### src/rtl/mips_pkg.sv
// ----------------------------------------------------------------------------
// mips_pkg
// Shared constants and types for the MIPS front end.
//   RESET_VECTOR / HALT_ADDR : fetch-address constants (boot ROM entry, halt)
//   OP_* / FN_*              : opcode and funct field encodings used by decode
//   fetch_state_t            : run/halt state of the fetch unit
// ----------------------------------------------------------------------------
package mips_pkg;

    localparam logic [31:0] RESET_VECTOR = 32'hBFC0_0000;
    localparam logic [31:0] HALT_ADDR    = 32'h0000_0000;

    // R-type funct code for "jr"
    localparam logic [5:0] FN_JR    = 6'b001000;
    // I-type opcodes
    localparam logic [5:0] OP_ADDIU = 6'b001001;
    localparam logic [5:0] OP_LBU   = 6'b100100;
    localparam logic [5:0] OP_SW    = 6'b101011;

    typedef enum logic [0:0] {
        RUN    = 1'b0,
        HALTED = 1'b1
    } fetch_state_t;

endpackage

### src/rtl/mips_pc_next.sv
// ----------------------------------------------------------------------------
// mips_pc_next
// Combinational next-PC selection with redirect alignment.
//   pc_i              : current PC
//   instr_valid_i     : IR holds a real instruction (redirects only count then)
//   redirect_valid_i  : decode reports a taken branch/jump for IR
//   redirect_target_i : branch/jump target
//   next_pc_o         : PC to load on an advance cycle
//   misaligned_o      : a redirect is taken and its target is not word aligned
// ----------------------------------------------------------------------------
module mips_pc_next (
    input  logic [31:0] pc_i,
    input  logic        instr_valid_i,
    input  logic        redirect_valid_i,
    input  logic [31:0] redirect_target_i,
    output logic [31:0] next_pc_o,
    output logic        misaligned_o
);

    logic takeRedirect;

    // A redirect with no valid instruction in IR cannot belong to a real
    // branch, so it is ignored.
    assign takeRedirect = redirect_valid_i && instr_valid_i;

    // Misaligned targets are still followed, but forced onto a word boundary
    // so the PC never carries low-order bits. Sequential fetch wraps at 2^32.
    always_comb begin
        next_pc_o    = pc_i + 32'd4;
        misaligned_o = 1'b0;
        if (takeRedirect) begin
            next_pc_o    = {redirect_target_i[31:2], 2'b00};
            misaligned_o = (redirect_target_i[1:0] != 2'b00);
        end
    end

endmodule

### src/rtl/mips_fetch_unit.sv
// ----------------------------------------------------------------------------
// mips_fetch_unit
// Instruction-fetch front end: PC register, one-entry fetch/decode register,
// branch-delay-slot redirects and halt detection (fetch from HALT_ADDR).
//   clk, rst_n      : clock, asynchronous active-low reset
//   instr_address   : fetch address (the PC register)
//   instr_readdata  : instruction word for instr_address, same cycle
//   stall           : freeze all state for this cycle
//   redirect_valid  : taken branch/jump for the instruction in IR
//   redirect_target : its target address
//   instr, instr_pc : IR contents and the address they came from
//   instr_valid     : IR holds a real fetched instruction
//   active          : CPU running (low once halted)
//   addr_error      : sticky, a misaligned redirect target was taken
//   fetch_count     : words fetched since reset
// ----------------------------------------------------------------------------
module mips_fetch_unit #(
    parameter logic [31:0] RESET_VECTOR = mips_pkg::RESET_VECTOR,
    parameter logic [31:0] HALT_ADDR    = mips_pkg::HALT_ADDR
) (
    input  logic        clk,
    input  logic        rst_n,
    output logic [31:0] instr_address,
    input  logic [31:0] instr_readdata,
    input  logic        stall,
    input  logic        redirect_valid,
    input  logic [31:0] redirect_target,
    output logic [31:0] instr,
    output logic [31:0] instr_pc,
    output logic        instr_valid,
    output logic        active,
    output logic        addr_error,
    output logic [31:0] fetch_count
);

    import mips_pkg::*;

    fetch_state_t state_q, state_d;
    logic [31:0]  pc_q, pc_d;
    logic [31:0]  instr_q, instr_d;
    logic [31:0]  instr_pc_q, instr_pc_d;
    logic         instr_valid_q, instr_valid_d;
    logic         addr_error_q, addr_error_d;
    logic [31:0]  fetch_count_q, fetch_count_d;

    logic [31:0]  nextPc;
    logic         misaligned;
    logic         advance;
    logic         haltNow;

    mips_pc_next u_pc_next (
        .pc_i              (pc_q),
        .instr_valid_i     (instr_valid_q),
        .redirect_valid_i  (redirect_valid),
        .redirect_target_i (redirect_target),
        .next_pc_o         (nextPc),
        .misaligned_o      (misaligned)
    );

    assign advance = !stall && (state_q == RUN);
    assign haltNow = advance && (pc_q == HALT_ADDR);

    // Next-state logic. Every advance cycle captures the current word into IR.
    // On the halt edge the PC stays parked at HALT_ADDR and any redirect is
    // dropped; once halted, IR is marked empty on every edge so decode stops
    // seeing instructions, while everything else holds.
    always_comb begin
        state_d       = state_q;
        pc_d          = pc_q;
        instr_d       = instr_q;
        instr_pc_d    = instr_pc_q;
        instr_valid_d = instr_valid_q;
        addr_error_d  = addr_error_q;
        fetch_count_d = fetch_count_q;
        if (advance) begin
            instr_d       = instr_readdata;
            instr_pc_d    = pc_q;
            instr_valid_d = 1'b1;
            fetch_count_d = fetch_count_q + 32'd1;
            if (haltNow) begin
                state_d = HALTED;
            end else begin
                pc_d = nextPc;
                if (misaligned) begin
                    addr_error_d = 1'b1;
                end
            end
        end else if (state_q == HALTED) begin
            instr_valid_d = 1'b0;
        end
    end

    // State registers with asynchronous reset to the boot state.
    always_ff @(posedge clk or negedge rst_n) begin
        if (!rst_n) begin
            state_q       <= RUN;
            pc_q          <= RESET_VECTOR;
            instr_q       <= 32'd0;
            instr_pc_q    <= 32'd0;
            instr_valid_q <= 1'b0;
            addr_error_q  <= 1'b0;
            fetch_count_q <= 32'd0;
        end else begin
            state_q       <= state_d;
            pc_q          <= pc_d;
            instr_q       <= instr_d;
            instr_pc_q    <= instr_pc_d;
            instr_valid_q <= instr_valid_d;
            addr_error_q  <= addr_error_d;
            fetch_count_q <= fetch_count_d;
        end
    end

    assign instr_address = pc_q;
    assign instr         = instr_q;
    assign instr_pc      = instr_pc_q;
    assign instr_valid   = instr_valid_q;
    assign active        = (state_q == RUN);
    assign addr_error    = addr_error_q;
    assign fetch_count   = fetch_count_q;

endmodule

### config.mk
export PLATFORM = sky130hd
export DESIGN_NAME = mips_fetch_unit
export DESIGN_NICKNAME = d
export VERILOG_FILES = /design/src/rtl/mips_pkg.sv /design/src/rtl/mips_pc_next.sv /design/src/rtl/mips_fetch_unit.sv
export SDC_FILE = /design/constraint.sdc
export NUM_CORES = 1
export LEC_CHECK = 0
export ABC_AREA = 1
export BUFFER_PORTS_ARGS = -buffer_cell sky130_fd_sc_hd__clkbuf_2
export CORE_ASPECT_RATIO = 1.75
export CORE_UTILIZATION = 50
export CTS_BUF_LIST = sky130_fd_sc_hd__clkbuf_8
export DETAILED_ROUTE_END_ITERATION = 8
export PLACE_DENSITY = 0.81
export SETUP_SLACK_MARGIN = 0.3
export SYNTH_ARGS = -nofsm -noshare
export SYNTH_HDL_FRONTEND = slang
export SYNTH_HIERARCHICAL = 1
export SYNTH_SLANG_ARGS = --single-unit
export TNS_END_PERCENT = 100
### constraint.sdc
create_clock -name clk -period 3 [get_ports clk]
set_input_delay 0.45 -clock clk [delete_from_list [all_inputs] [get_ports clk]]
set_output_delay 0.45 -clock clk [all_outputs]
set_load 0.05 [all_outputs]
# Yosys cells after proc, flatten, opt, wreduce, memory -nomap -nowiden
# Index checks and enable logic that the tools add are counted.
op_classes:
  magnitude_cmp: 0
  n_mul: 0
  n_eq_ne: 0
  shifts: 0
  bitwise: 2
  n_mux: 4
  div_mod_pow: 0
  addsub: 2
  reduce_logical: 10
ops:
  columns: ["cell", "count"]
  rows:
  - ["adder 32 x 1 -> 32 bit, second input constant", 1]
  - ["adder 32 x 3 -> 32 bit, second input constant", 1]
  - ["zero test 32 bit", 1]
  - ["2-to-1 mux 32 bit", 1]
  - ["AND reduction 2 bit", 2]
  - ["nonzero test 2 bit", 2]
  - ["logical AND 1 bit", 3]
  - ["2-to-1 mux 1 bit", 3]
  - ["AND reduction 3 bit", 1]
  - ["inverter 1 bit", 2]
  - ["zero test 1 bit", 1]
totals:
  mem_bits_ro: 0
  ramBits: 0
  in_bits: 68
  latch_bits: 0
  regBits: 131
  mem_count: 0
  out_inout_bits: 131

# Longest topological paths before layout
depth:
  depth_word: 5
  depth_mapped: 11
  mapped_depth_nobuf: 11

# Hierarchy
# The synthesis kept the hierarchy.
by_module_without_submodules:
  columns: ["module", "area_each_um2", "n_inst", "cells_per_inst"]
  rows:
  - ["mips_fetch_unit", 5695.5, 1, 676]
  - ["mips_pc_next", 1246.2, 1, 273]

# Worst setup path before layout
# No wires, ideal clock.
synth_path:
  path_type: "reg-to-reg"
  from: "reg pc_q[2] (netlist: instr_address[2])"
  to: "reg pc_q[20] (netlist: instr_address[20])"
  path_buffers: 0
  synth_period_minus_slack_ps: 1920
  path_slack_ps: 1080
  stages_incl_launch_ff: 11
  arrival_ps: 1800
  cell_sequence: "dfrtp_1 -> ha_1 -> nand2_2 -> nor2_4 -> nand2_4 -> nor2_4 -> nand3_1 -> nand3_1 -> nand2_1 -> nand3_1 -> nand2_1"
synth_between:
  word_cells_on_any_way: 6
synth_rtl:
  columns: ["item", "line", "text"]
  rows:
  - ["start: declaration", "mips_fetch_unit.sv:39", "logic [31:0] pc_q, pc_d;"]
  - ["start signal: assignment", "mips_fetch_unit.sv:105", "pc_q <= pc_d;"]
  - ["adder 32 x 3 -> 32 bit", "mips_pc_next.sv:29", "next_pc_o = pc_i + 32'd4;"]
  - ["2-to-1 mux 32 bit", "mips_pc_next.sv:31", "if (takeRedirect) begin"]
  - ["named net nextPc[20]", "mips_fetch_unit.sv:46", "logic [31:0] nextPc;"]
# The timed path passes the listed nets, and every way through them passes these cells.
# A chain may end at the register's enable or synchronous reset.

# Final worst setup path
layout_path:
  from: "reg pc_q[7] (netlist: instr_address[7])"
  to: "reg pc_q[24] (netlist: instr_address[24])"
layout_between:
  elab_chain_len: 4
  word_cells_on_any_way: 6
layout_lines:
  columns: ["item"]
  rows:
  - ["parallel branches: the longest is 4 deep, another holds adder 32 x 3 -> 32 bit"]
# Parallel ways; which one is timed is not known.

==> impl_metrics.json <==
{
  "antenna_found_initial": 0,
  "nets": 1219,
  "grt_max_degree": 82,
  "wl_met2_um": 10100,
  "ys_ff_latch": 131,
  "fmax_mhz": 480,
  "cts_made_buffers": 17,
  "io_buffers": 198,
  "vdd_drop_max_v": 0.000237,
  "synthTopCellsByArea": "dfrtp_1 44%, nand2_1 25%, nand3_1 5.8%",
  "top_layer": "met4",
  "drtIter0Drc": 395,
  "hold_class": "input port to flop",
  "synthArstFlopShare_pct": 100,
  "maxCapViolCount": 0,
  "vias": 6691,
  "antenna_left": 0,
  "grt_pass1_wl_um": 30200,
  "synth_edf_count": 0,
  "worst_slew_pin_slew_ns": 0.820,
  "ys_types": 34,
  "critical_path_class": "flop to flop",
  "fin_tns_setup_ns": 0,
  "wl_met1_um": 7100,
  "start_util_pct": 51.6,
  "relSlewSlack_pct": 45.3,
  "cts.path.max_buffers": 2,
  "cts_max_level": 4,
  "cp-end-kind": "flop",
  "clock_latency_ns": 0.43,
  "grt-ovfl-total": 0,
  "grt_pass1_vias": 6435,
  "drive_above_1_share_pct": 25.0,
  "die_area_um2": 14400,
  "fin_crit_ns": 2.08,
  "yosysTopAreaCellShare_pct": 44.0,
  "dp_hpwl_um": 14200,
  "p_leak_nw": 4.91,
  "yosysMostFrequentCell": "nand2_1",
  "dieWidth_um": 91.1,
  "synth_warnings": 6,
  "clkTransAtPathRegs_ns": 0.08,
  "fp.dieH_um": 158,
  "cts_sinks": 131,
  "synth_cells": 949,
  "run_status": "finished, final reports clean",
  "drcViolationCount": 0,
  "start_kind": "flop",
  "finalClockSkew_ns": 0.0130,
  "routedWlPerCell_um": 14.2,
  "syn_area_um2": 6940,
  "totalPowerFinal_mw": 3.70,
  "synth_largest_area_cell": "dfrtp_1",
  "grt_usage_pct": 26.8,
  "firstDrtPassIters": 4,
  "core_area_um2": 13500,
  "cts_tree": "yes",
  "path_max_fanout": 17,
  "synth_flop_cell": "dfrtp_1",
  "finalHoldViolations": 0,
  "fin_ws_ns": 0.916,
  "pin_count": 199,
  "preCtsSetupSlack_ns": 0.939,
  "rows": 56,
  "clockRootBuffer": "clkbuf_8",
  "syn_to_final_growth_pct": 23.3,
  "rsz0062_at_grt": "no",
  "timing.final.crit_share_pct": 69.5,
  "pwr_density_cell_nw_per_um2": 432,
  "diodes": 0,
  "seq_area_frac_synth_pct": 47.4,
  "place_congestion": 0.915,
  "slew_viol_final": 0,
  "synth_nets": 1019,
  "whs_ns": 0.212,
  "wirelength_um": 19000,
  "crit_arrival_ns": 2.46,
  "vias_per_cell": 5.01,
  "avgSynthCellArea_um2": 7.31,
  "synthTopCellsByCount": "457 x nand2_1, 122 x dfrtp_1, 83 x nor2_1",
  "finalSetupViolCount": 0,
  "ctsResizeCount": 0,
  "cp.required_ns": 3.37,
  "wl_met3_um": 985
}
what timing repair did:
| action | 4_1_cts | 5_1_grt |
|---|---|---|
| setup buffers | 0 | 0 |
| endpoints found under the hold margin | 1 | 0 |
| hold buffers | 1 | 0 |
cell type report:
| class | count | area [um2] |
|---|---|---|
| flip-flops and latches | 131 | 3290 |
| well taps | 174 | 218 |
| repair buffers | 210 | 1090 |
| multi-input cells | 722 | 3270 |
| clock buffers | 18 | 248 |
| clock inverters | 14 | 200 |
| inverters | 67 | 251 |
| fillers | 1267 | 4890 |
worst paths after layout:
path,endpoint,cells past startpoint,start,slack (ns)
max,instr_address[24]$_DFFE_PN1P_,8,instr_address[7]$_DFFE_PN0P_,0.92
min,instr[21]$_DFFE_PN0P_,3,instr_readdata[21],0.21
max reg2reg,instr_address[24]$_DFFE_PN1P_,8,instr_address[7]$_DFFE_PN0P_,0.92
min reg2reg,instr[16]$_DFFE_PN0P_,2,instr[16]$_DFFE_PN0P_,0.47
max in group asynchronous,instr_address[29]$_DFFE_PN1P_,3,rst_n,1.62
min in group asynchronous,fetch_count[6]$_DFFE_PN0P_,2,rst_n,0.56
registers in the layout (all words and copies together) (netlist names):
name,count
addr_error,1
state_q,1
instr_address,32
instr_pc,32
fetch_count,32
instr,32
instr_valid,1
through the flow:
stage / util [%] / instance area (um2) / instances
floorplan: - / 6940 / 949
global placement: 60.2 / 8100 / 1303
detailed placement: 60.2 / 8100 / 1303
CTS: 63.6 / 8560 / 1336
global route: 63.6 / 8560 / 1336
finish: 63.6 / 8560 / 1336
layer usage:
layer,vias to the layer above,global-route usage (%)
met5,-,0
met4,0,15.6
met3,56,4.61
met2,248,48.3
met1,3076,29.5
li1,3311,-
layout by cell type, fill, tap and decap left out, types with 11 or more instances in the layout:
cell type  count
o21ai_0       11
clkbuf_8      18
dfrtp_1      122
nor2_4        11
nand2_1      457
xor2_1        15
nor2_1        83
nand3_1       80
inv_1         62
buf_4         11
clkbuf_2     197
cell families (layout without fill, tap and decap cells):
logic type / Yosys count / after routing / synth area share, %
simple gates: 678 / 678 / 42.2
flops: 131 / 131 / 47.4
buf+inv: 96 / 309 / 5.57
xor+xnor: 25 / 25 / 3.15
compound gates: 17 / 17 / 1.30
fa+ha+maj: 2 / 2 / 0.360
critical path: stages (launching register included):
cell	delay, ns
dfrtp_1	0.46
nor2_1	0.13
nand2_1	0.07
nor2_1	0.17
nand2_1	0.10
o21ai_2	0.57
buf_4	0.36
nand2_1	0.07
nand2_1	0.08
power breakdown:
part	internal (mW)	switching (mW)	leakage (nW)	total [mW]
clock	0.940	0.747	0.228	1.69
sequential	1.79	0.0126	1.73	1.80
combinational	0.0579	0.152	2.95	0.210
No activity file was read; power rests on OpenSTA's default activity.
